==> src/rtl/i2c_line_conditioner.sv <==
// i2c_line_conditioner: pad synchroniser, sample-strobe divider, per-line
// glitch filter and START / repeated-START / STOP / bus-busy detection for
// the I2C target path.
// Optional feature macro: I2C_TIMEOUT_EN (SCL stuck-low timeout while busy).
module i2c_line_conditioner #(
  parameter int unsigned SAMPLE_DIV    = 32,
  parameter int unsigned FILTER_LEN    = 3,
  parameter int unsigned TIMEOUT_TICKS = 1024
) (
  input  logic clk,
  input  logic reset,
  input  logic scl_in,
  input  logic sda_in,
  output logic sample_tick,
  output logic scl_filt,
  output logic sda_filt,
  output logic scl_rise,
  output logic scl_fall,
  output logic start_pulse,
  output logic rstart_pulse,
  output logic stop_pulse,
  output logic bus_busy,
  output logic timeout_pulse
);

  localparam int unsigned DIV_W  = (SAMPLE_DIV > 1) ? $clog2(SAMPLE_DIV) : 1;
  localparam int unsigned FILT_W = 4;

  // Parameter range guards, evaluated at elaboration
  if (SAMPLE_DIV < 1 || SAMPLE_DIV > 255) begin : g_bad_div
    $error("SAMPLE_DIV must be in 1..255");
  end
  if (FILTER_LEN < 1 || FILTER_LEN > 15) begin : g_bad_filt
    $error("FILTER_LEN must be in 1..15");
  end
  if (TIMEOUT_TICKS < 1) begin : g_bad_timeout
    $error("TIMEOUT_TICKS must be at least 1");
  end

  logic              scl_meta, scl_sync, sda_meta, sda_sync;
  logic [DIV_W-1:0]  div_cnt, div_nxt;
  logic [FILT_W-1:0] scl_cnt, scl_cnt_nxt, sda_cnt, sda_cnt_nxt;
  logic              scl_new, sda_new;
  logic              scl_high_both, start_det, stop_det;
  logic              timeout_det;

  // Two-flop synchroniser per pad line; idle-high reset matches a released bus
  always_ff @(posedge clk) begin
    if (reset) begin
      scl_meta <= 1'b1;
      scl_sync <= 1'b1;
      sda_meta <= 1'b1;
      sda_sync <= 1'b1;
    end else begin
      scl_meta <= scl_in;
      scl_sync <= scl_meta;
      sda_meta <= sda_in;
      sda_sync <= sda_meta;
    end
  end

  // Divider next count; strobe is registered so it is high while count is DIV-1
  always_comb begin
    div_nxt = div_cnt + DIV_W'(1);
    if (div_cnt == DIV_W'(SAMPLE_DIV - 1)) begin
      div_nxt = '0;
    end
  end

  // Divider counter and sample strobe register
  always_ff @(posedge clk) begin
    if (reset) begin
      div_cnt     <= '0;
      sample_tick <= 1'b0;
    end else begin
      div_cnt     <= div_nxt;
      sample_tick <= (div_nxt == DIV_W'(SAMPLE_DIV - 1));
    end
  end

  // Consecutive-disagreement filter for both lines, stepped on sample_tick
  always_comb begin
    scl_new     = scl_filt;
    scl_cnt_nxt = scl_cnt;
    sda_new     = sda_filt;
    sda_cnt_nxt = sda_cnt;
    if (sample_tick) begin
      if (scl_sync == scl_filt) begin
        scl_cnt_nxt = '0;
      end else if (scl_cnt == FILT_W'(FILTER_LEN - 1)) begin
        scl_new     = ~scl_filt;
        scl_cnt_nxt = '0;
      end else begin
        scl_cnt_nxt = scl_cnt + FILT_W'(1);
      end
      if (sda_sync == sda_filt) begin
        sda_cnt_nxt = '0;
      end else if (sda_cnt == FILT_W'(FILTER_LEN - 1)) begin
        sda_new     = ~sda_filt;
        sda_cnt_nxt = '0;
      end else begin
        sda_cnt_nxt = sda_cnt + FILT_W'(1);
      end
    end
  end

  // Bus conditions need SCL high across the update, so a same-tick SCL edge masks them
  always_comb begin
    scl_high_both = scl_filt & scl_new;
    start_det     = scl_high_both & sda_filt & ~sda_new;
    stop_det      = scl_high_both & ~sda_filt & sda_new;
  end

`ifdef I2C_TIMEOUT_EN
  localparam int unsigned TO_W = (TIMEOUT_TICKS > 1) ? $clog2(TIMEOUT_TICKS) : 1;

  logic [TO_W-1:0] stuck_cnt, stuck_nxt;

  // Count strobes spent busy with SCL low; fire on the TIMEOUT_TICKS-th one
  always_comb begin
    stuck_nxt   = stuck_cnt;
    timeout_det = 1'b0;
    if (!(bus_busy && !scl_filt)) begin
      stuck_nxt = '0;
    end else if (sample_tick) begin
      if (stuck_cnt == TO_W'(TIMEOUT_TICKS - 1)) begin
        timeout_det = 1'b1;
        stuck_nxt   = '0;
      end else begin
        stuck_nxt = stuck_cnt + TO_W'(1);
      end
    end
  end

  // Stuck counter and timeout pulse register
  always_ff @(posedge clk) begin
    if (reset) begin
      stuck_cnt     <= '0;
      timeout_pulse <= 1'b0;
    end else begin
      stuck_cnt     <= stuck_nxt;
      timeout_pulse <= timeout_det;
    end
  end
`else
  assign timeout_det   = 1'b0;
  assign timeout_pulse = 1'b0;
`endif

  // Filtered levels, edge / condition pulses and bus-busy tracking
  always_ff @(posedge clk) begin
    if (reset) begin
      scl_cnt      <= '0;
      sda_cnt      <= '0;
      scl_filt     <= 1'b1;
      sda_filt     <= 1'b1;
      scl_rise     <= 1'b0;
      scl_fall     <= 1'b0;
      start_pulse  <= 1'b0;
      rstart_pulse <= 1'b0;
      stop_pulse   <= 1'b0;
      bus_busy     <= 1'b0;
    end else begin
      scl_cnt      <= scl_cnt_nxt;
      sda_cnt      <= sda_cnt_nxt;
      scl_filt     <= scl_new;
      sda_filt     <= sda_new;
      scl_rise     <= ~scl_filt & scl_new;
      scl_fall     <= scl_filt & ~scl_new;
      start_pulse  <= start_det & ~bus_busy;
      rstart_pulse <= start_det & bus_busy;
      stop_pulse   <= stop_det;
      if (start_det) begin
        bus_busy <= 1'b1;
      end else if (stop_det || timeout_det) begin
        bus_busy <= 1'b0;
      end
    end
  end

endmodule

==> config.mk <==
export PLATFORM = sky130hd
export DESIGN_NAME = i2c_line_conditioner
export DESIGN_NICKNAME = d
export VERILOG_FILES = /design/src/rtl/i2c_line_conditioner.sv
export SDC_FILE = /design/constraint.sdc
export NUM_CORES = 1
export LEC_CHECK = 0
export ABC_AREA = 1
export CAP_MARGIN = 0
export CORE_UTILIZATION = 40
export CTS_BUF_LIST = sky130_fd_sc_hd__clkbuf_4 sky130_fd_sc_hd__clkbuf_8
export DETAILED_ROUTE_END_ITERATION = 12
export SLEW_MARGIN = 20
export SYNTH_ARGS = -nofsm -noshare
export SYNTH_HDL_FRONTEND = slang
export SYNTH_SLANG_ARGS = --single-unit
==> constraint.sdc <==
create_clock -name clk -period 1.1 [get_ports clk]
set_input_delay 0.165 -clock clk [delete_from_list [all_inputs] [get_ports clk]]
set_output_delay 0.165 -clock clk [all_outputs]
set_load 0.1 [all_outputs]
==> impl_metrics.csv, run 1 <==
group,metric,value,unit
placement,io_buffers,12,
timing,max_freq,851.1,MHz
critical_path,cp.required,0.94,ns
logic_synthesis,ys_seq_elements,26,
worst_hold_path,hp-class,"in2reg",
critical_path,worstSetupEndpointType,"output pin",
critical_path,worstSetupStartpointType,"register",
route,drc,0,
route,vias,937,
logic_synthesis,synth_area_per_cell,8.338,um^2
critical_path,crit_path_top_delay_cell,"dfxtp_4",
pwr,peakVddDrop,871.6,uV
global_routing,grtUsageTotal,16.89,%
floorplan,dieArea,0.002944,mm^2
logic_synthesis,synth_cells,131,
logic_synthesis,syn_area,0.001092,mm^2
layout,area_growth,62.54,%
route,routedWlPerCell,12.73,um
critical_path,r2r-start,"div_cnt[1]",
cts,cts-root-buf,"clkbuf_4",
cts,cts_tree,"built",
logic_synthesis,synth_warnings,0,
cts,clock_path_buffers,2,
floorplan,die_y,54.26,um
critical_path,crit_type,"reg2out",
route,viasPerCell,4.880,
cts,cts_inserted_buffers,3,
critical_path,worst-path-buf-inv,2,
timing,fin_crit_sh,106.8,%
layout,nets,174,
timing,min_period,1.175,ns
logic_synthesis,ys_seq_area_share,47.65,%
pwr,power.density,980.9,mW/mm^2
timing,finalHoldViolations,0,
timing,timing.final.ws_setup,-0.07496,ns
pwr,leakage,0.0007443,uW
layout,fin_util,70.39,%
worst_hold_path,min_from,"sda_in",
timing,finalSetupViolCount,9,
flow_run,max-cap-violations,0,
global_routing,grt_max_degree,16,
critical_path,reg2reg_setup_slack,-0.06,ns
layout,fillers,193,
layout,final_cell_mix,"16 x nand2_1, 15 x dfxtp_1, 13 x buf_4",
cts,clk_latency,0.33,ns
global_routing,grt_pass1_vias,852,
placement,hpwl,1566,um
global_routing,antenna_found_initial,0,
timing,setup_tns,-0.2980,ns
cts,cts_max_level,1,
cts,cts_sinks,26,
worst_hold_path,min_to,"sda_meta",
cts,path_clk_slew,0.15,ns
critical_path,slowest_delay,0.38,ns
pwr,total_power,1742,uW
cts,hold_buffers,0,
floorplan,initial_core_util,43.30,%
layout,fin_area,0.001775,mm^2
floorplan,ios,14,
layout,insertedDiodeCount,0,
critical_path,cp_max_fo,5,
route,wl,2444,um
outcome,violations,"setup timing",
timing,fin_skew,0.001758,ns
logic_synthesis,synth_area_leaders,"dfxtp_1 48%, ha_1 8.0%, nand2_1 7.2%",
floorplan,row_count,18,
logic_synthesis,synth_top_area_share,47.65,%
placement,place_congestion,0.7459,
timing,rsz0062_at_grt,"yes",
critical_path,rr_endpoint,"sample_tick",
global_routing,grt-ovfl-total,0,
timing,slew_violations,0,
critical_path,cp.arrival,1.01,ns
route,postRouteAntennaNets,0,
logic_synthesis,syn_nets,142,
floorplan,die_w,54.26,um
critical_path,worstPathCellList,"buf_6 -> buf_12",
logic_synthesis,synth.distinct_cells,23,
outcome,status,"finished, violations left",
logic_synthesis,yosysTopAreaCell,"dfxtp_1",
layout,mostFrequentLayoutCell,"nand2_1",
worst_hold_path,holdPathStages,2,
placement,placed_area,0.001438,mm^2
route,drt-initial-drc-count,15,
global_routing,grt_pass1_wl,3443,um
layout,final_layout_size_suffix_gt1_share,57.41,%
route,first_pass_iters,5,
critical_path,r2r_cells,6,
critical_path,cp_top_family,"flip-flops",
floorplan,core,0.002522,mm^2
-- cells by family (layout without fill, tap and decap cells) --
family                   count (synthesis)  after routing  share of synthesized area (%)
adder cells (fa/ha/maj)                  7              7                          8.018
buffers and inverters                   20             51                          8.362
flip-flops                              26             26                          47.65
XOR/XNOR                                 3              3                          2.406
AND/OR/NAND/NOR                         67             67                          30.01
AO/OA/AOI/OAI                            7              7                          3.207
other                                    1              1                         0.3433
-- Yosys cell counts --
cell and instances:
dfxtp_1 26, nand2_1 21, nor2_1 17, inv_1 16
nand3_1 9, ha_1 7, or2_2 7, a21oi_1 4
nand4_1 3, o21ai_0 3, xor2_1 3, nor2_2 2
nor3_1 2, nor3_2 2, buf_4 1, buf_6 1
clkbuf_1 1, conb_1 1, inv_6 1, nand2_2 1
nand3_2 1, nand3b_1 1, nor2_4 1
-- registers in the layout, summed over array words and instances, names as in the netlist --
register      flops
sample_tick       1
stop_pulse        1
sda_sync          1
sda_filt          1
scl_sync          1
start_pulse       1
bus_busy          1
div_cnt           5
rstart_pulse      1
scl_fall          1
scl_filt          1
scl_cnt           4
scl_rise          1
sda_cnt           4
sda_meta          1
scl_meta          1
-- repair_timing --
item / CTS / global route
hold endpoints to repair: 0 / 0
setup endpoints to repair: 20 / 22
buffers inserted: 3 / 4
gates resized for setup: 21 / 43
pin swaps: 12 / 18
-- cell type report --
cell class                 count  area, um^2  share of cell area, %
tap                           30       37.54                  2.114
inverter                      17       76.32                  4.299
timing repair buffer          30       364.1                  20.51
sequential                    26       544.3                  30.66
multi-input combinational     85       700.7                  39.46
clock inverter                 1       30.03                  1.691
clock buffer                   3       22.52                  1.269
-- power by group --
group | internal [uW] | total (uW) | switching [uW]
combinational | 45.4 | 105 | 60.1
clock | 369 | 675 | 306
sequential | 949 | 961 | 11.8
total | 1360 | 1740 | 378
-- worst max-delay path by stage --
stage                start     endpoint  slack (ns)  cells after the start
3_5_place_dp         reset  sample_tick       -0.16                      6
3_3_place_gp         reset  sample_tick       -0.11                      6
6_report       sample_tick  sample_tick       -0.07                      2
4_1_cts         div_cnt[1]  sample_tick        -0.1                      6
5_1_grt         div_cnt[0]  sample_tick       -0.15                      7
2_1_floorplan  sample_tick     bus_busy       -0.18                      8
-- worst register-to-register path: cells and delay by family, from the launching register on --
family	cells	cell delay, ns
adders and majority gates	2	0.33
DFF	1	0.36
and+or+nand+nor	4	0.41
-- routing by layer --
layer / global-route usage (%) / share of wire, %
met3: 2.778 / 2.1
met1: 18.01 / 40
met4: 11.97 / 2.7
met2: 29.88 / 55
met5: 0 / 0
-- stage by stage --
stage / std cells / setup slack [ns] / hold slack (ns)
2_1_floorplan: 131 / -0.1821 / 0.2688
3_3_place_gp: 181 / -0.1129 / 0.3930
3_5_place_dp: 181 / -0.1614 / 0.3950
4_1_cts: 188 / -0.09599 / 0.3808
5_1_grt: 192 / -0.1470 / 0.3997
6_report: 192 / -0.07496 / 0.3883
(Power assumes the default switching activity.)
==> run 2, diff against run 1 <==
Settings changed: ABC_AREA 1 to unset.
==> impl_metrics.csv, run 2 <==
group,metric,value,unit
global_routing,grt-ovfl-total,0,
layout,fin_util,72.47,%
layout,largest_reg_flops,5,
route,vias,848,
cts,cts_tree,"built",
worst_hold_path,holdPathStages,2,
global_routing,grt_max_degree,15,
cts,cts_max_level,1,
global_routing,grt_pass1_vias,747,
pwr,peakVddDrop,753.3,uV
floorplan,initial_core_util,42.79,%
route,viasPerCell,4.902,
logic_synthesis,synth-main-ff-cell,"dfxtp_1",
floorplan,die_w,53.72,um
critical_path,crit_type,"reg2reg",
timing,slew_violations,0,
cts,cts_sinks,26,
layout,area_growth,69.36,%
pwr,clkPwrFrac,29.3,%
placement,hpwl,1458,um
route,first_pass_iters,3,
logic_synthesis,synth_area_per_cell,10.19,um^2
pwr,internal_power,1236,uW
route,drt-initial-drc-count,8,
layout,final_layout_size_suffix_gt1_share,62.24,%
pwr,power.density,900.6,mW/mm^2
critical_path,worstSetupStartpointType,"register",
route,wl,2067,um
logic_synthesis,yosysMostFrequentCell,"dfxtp_1",
critical_path,rr_endpoint,"bus_busy",
timing,min_period,1.345,ns
cts,cts_inserted_buffers,3,
timing,timing.final.ws_setup,-0.2451,ns
global_routing,grt_pass1_wl,3256,um
pwr,leakage,0.0007189,uW
logic_synthesis,synth_cells,105,
critical_path,cp.required,1.37,ns
timing,rsz0062_at_grt,"yes",
global_routing,grtUsageTotal,15.88,%
layout,final_cell_mix,"21 x buf_4, 14 x dfxtp_1, 9 x nor2_1, 9 x buf_12, 7 x dfxtp_2",
route,drc,0,
floorplan,die_y,53.72,um
logic_synthesis,synth_commonest_cells,"26 x dfxtp_1, 12 x nor2_1, 7 x ha_1, 6 x inv_1, 5 x or2_2",
logic_synthesis,synth_warnings,0,
floorplan,row_count,18,
floorplan,ios,14,
timing,fin_skew,0.001778,ns
outcome,violations,"setup timing",
timing,max_freq,743.5,MHz
worst_hold_path,min_from,"scl_in",
critical_path,r2r_cells,6,
placement,placed_area,0.001540,mm^2
timing,fin_crit_sh,122.3,%
layout,fin_cells,173,
pwr,p_comb_share,11.0,%
logic_synthesis,syn_area,0.001070,mm^2
critical_path,reg2reg_setup_slack,-0.25,ns
outcome,status,"finished, violations left",
pwr,pwr-share-seq,59.7,%
cts,clock_path_buffers,2,
cts,clk_latency,0.32,ns
flow_run,max-cap-violations,0,
layout,mostFrequentLayoutCell,"buf_4",
layout,reg_top3,"div_cnt (5), scl_cnt (4), sda_cnt (4)",
layout,fillers,161,
logic_synthesis,yosysTopAreaCell,"dfxtp_1",
logic_synthesis,synth-edff-count,0,
floorplan,core,0.002500,mm^2
logic_synthesis,synth_area_leaders,"dfxtp_1 49%, ha_1 8.2%, nor2_1 4.2%",
logic_synthesis,ys_seq_area_share,48.65,%
placement,place_congestion,0.7283,
logic_synthesis,synth.distinct_cells,31,
timing,finalSetupViolCount,20,
pwr,swShare,24.24,%
cts,path_clk_slew,0.13,ns
layout,top_register,"div_cnt",
worst_hold_path,hp-class,"in2reg",
layout,nets,155,
critical_path,cp.arrival,1.61,ns
route,postRouteAntennaNets,0,
timing,finalHoldViolations,0,
logic_synthesis,synth_top_area_share,48.65,%
cts,cts-root-buf,"clkbuf_4",
pwr,p_sw,395.6,uW
pwr,total_power,1632,uW
logic_synthesis,synth_async_sr_flop_share,0,%
floorplan,dieArea,0.002885,mm^2
logic_synthesis,syn_nets,116,
placement,io_buffers,12,
critical_path,worstSetupEndpointType,"register",
critical_path,r2r-start,"sda_cnt[0]",
route,routedWlPerCell,11.95,um
critical_path,cp_max_fo,3,
global_routing,antenna_found_initial,0,
placement,placed_cells,165,
worst_hold_path,min_to,"scl_meta",
placement,pre_cts_ws,-0.2899,ns
layout,insertedDiodeCount,0,
layout,fin_area,0.001812,mm^2
logic_synthesis,ys_seq_elements,26,
-- run 2: cell families (layout without fill, tap and decap cells) --
| group | count (synthesis) | in the layout | share of synthesized area, % |
|---|---|---|---|
| simple gates | 39 | 39 | 21.40 |
| xor+xnor | 6 | 6 | 4.913 |
| flops | 26 | 26 | 48.66 |
| fa+ha+maj | 7 | 7 | 8.187 |
| mux | 5 | 5 | 5.146 |
| compound gates | 11 | 11 | 7.368 |
| other cells | 1 | 1 | 0.3505 |
| buf+inv | 10 | 48 | 3.977 |
-- run 2: worst max-delay path by stage --
stage,startpoint,to,slack [ns]
2_1_floorplan,sample_tick,bus_busy,-0.34
3_3_place_gp,scl_cnt[0],bus_busy,-0.26
3_5_place_dp,reset,sda_cnt[3],-0.29
4_1_cts,scl_cnt[0],bus_busy,-0.29
5_1_grt,scl_cnt[0],bus_busy,-0.30
6_report,sda_cnt[0],bus_busy,-0.25
-- run 2: critical path, cell delays in order, from the launching register on --
cell	delay [ns]
dfxtp_2	0.35
inv_2	0.05
ha_4	0.11
and4bb_4	0.27
o211ai_4	0.10
mux2_4	0.31
a21oi_2	0.10
-- run 2: power by group through the flow --
| stage | sequential, uW | combinational, uW | clock, uW |
|---|---|---|---|
| detailed placement | 996 | 153 | 0 |
| floorplan | 1020 | 73.9 | 0 |
| CTS | 974 | 170 | 497 |
| global placement | 996 | 152 | 0 |
| global route | 977 | 192 | 538 |
| finish | 974 | 180 | 478 |
-- run 2: cell type report --
cell class / count / area [um^2] / area share [%]
Inverter: 6 / 22.52 / 1.243
Timing Repair Buffer: 38 / 424.2 / 23.41
Tap cell: 30 / 37.54 / 2.072
Multi-Input combinational cell: 69 / 743.2 / 41.02
Clock buffer: 4 / 36.28 / 2.003
Sequential cell: 26 / 548.0 / 30.25
-- run 2: timing repair --
| item | CTS | global route |
|---|---|---|
| setup buffers | 5 | 0 |
| setup endpoints to repair | 23 | 25 |
| hold buffers | 0 | 0 |
| resized for setup | 28 | 18 |
| pin swaps | 12 | 6 |
-- run 2: through the flow --
step | hold WS [ns] | setup TNS [ns]
floorplan | 0.2688 | -1.775
global placement | 0.3918 | -3.481
detailed placement | 0.3957 | -4.002
global route | 0.3816 | -2.847
CTS | 0.3816 | -2.052
finish | 0.3919 | -1.821
-- run 2: metal layers --
metal  share of wire, %  routed length, um  vias to the layer above  global-route usage, %
met5                  0                  0                        -                      0
met3                3.8                 78                        5                  5.085
met2                 45                931                       14                  23.87
li1                   -                  -                      438                      -
met4                1.1                 23                        0                  5.263
met1                 50               1033                      391                  21.23
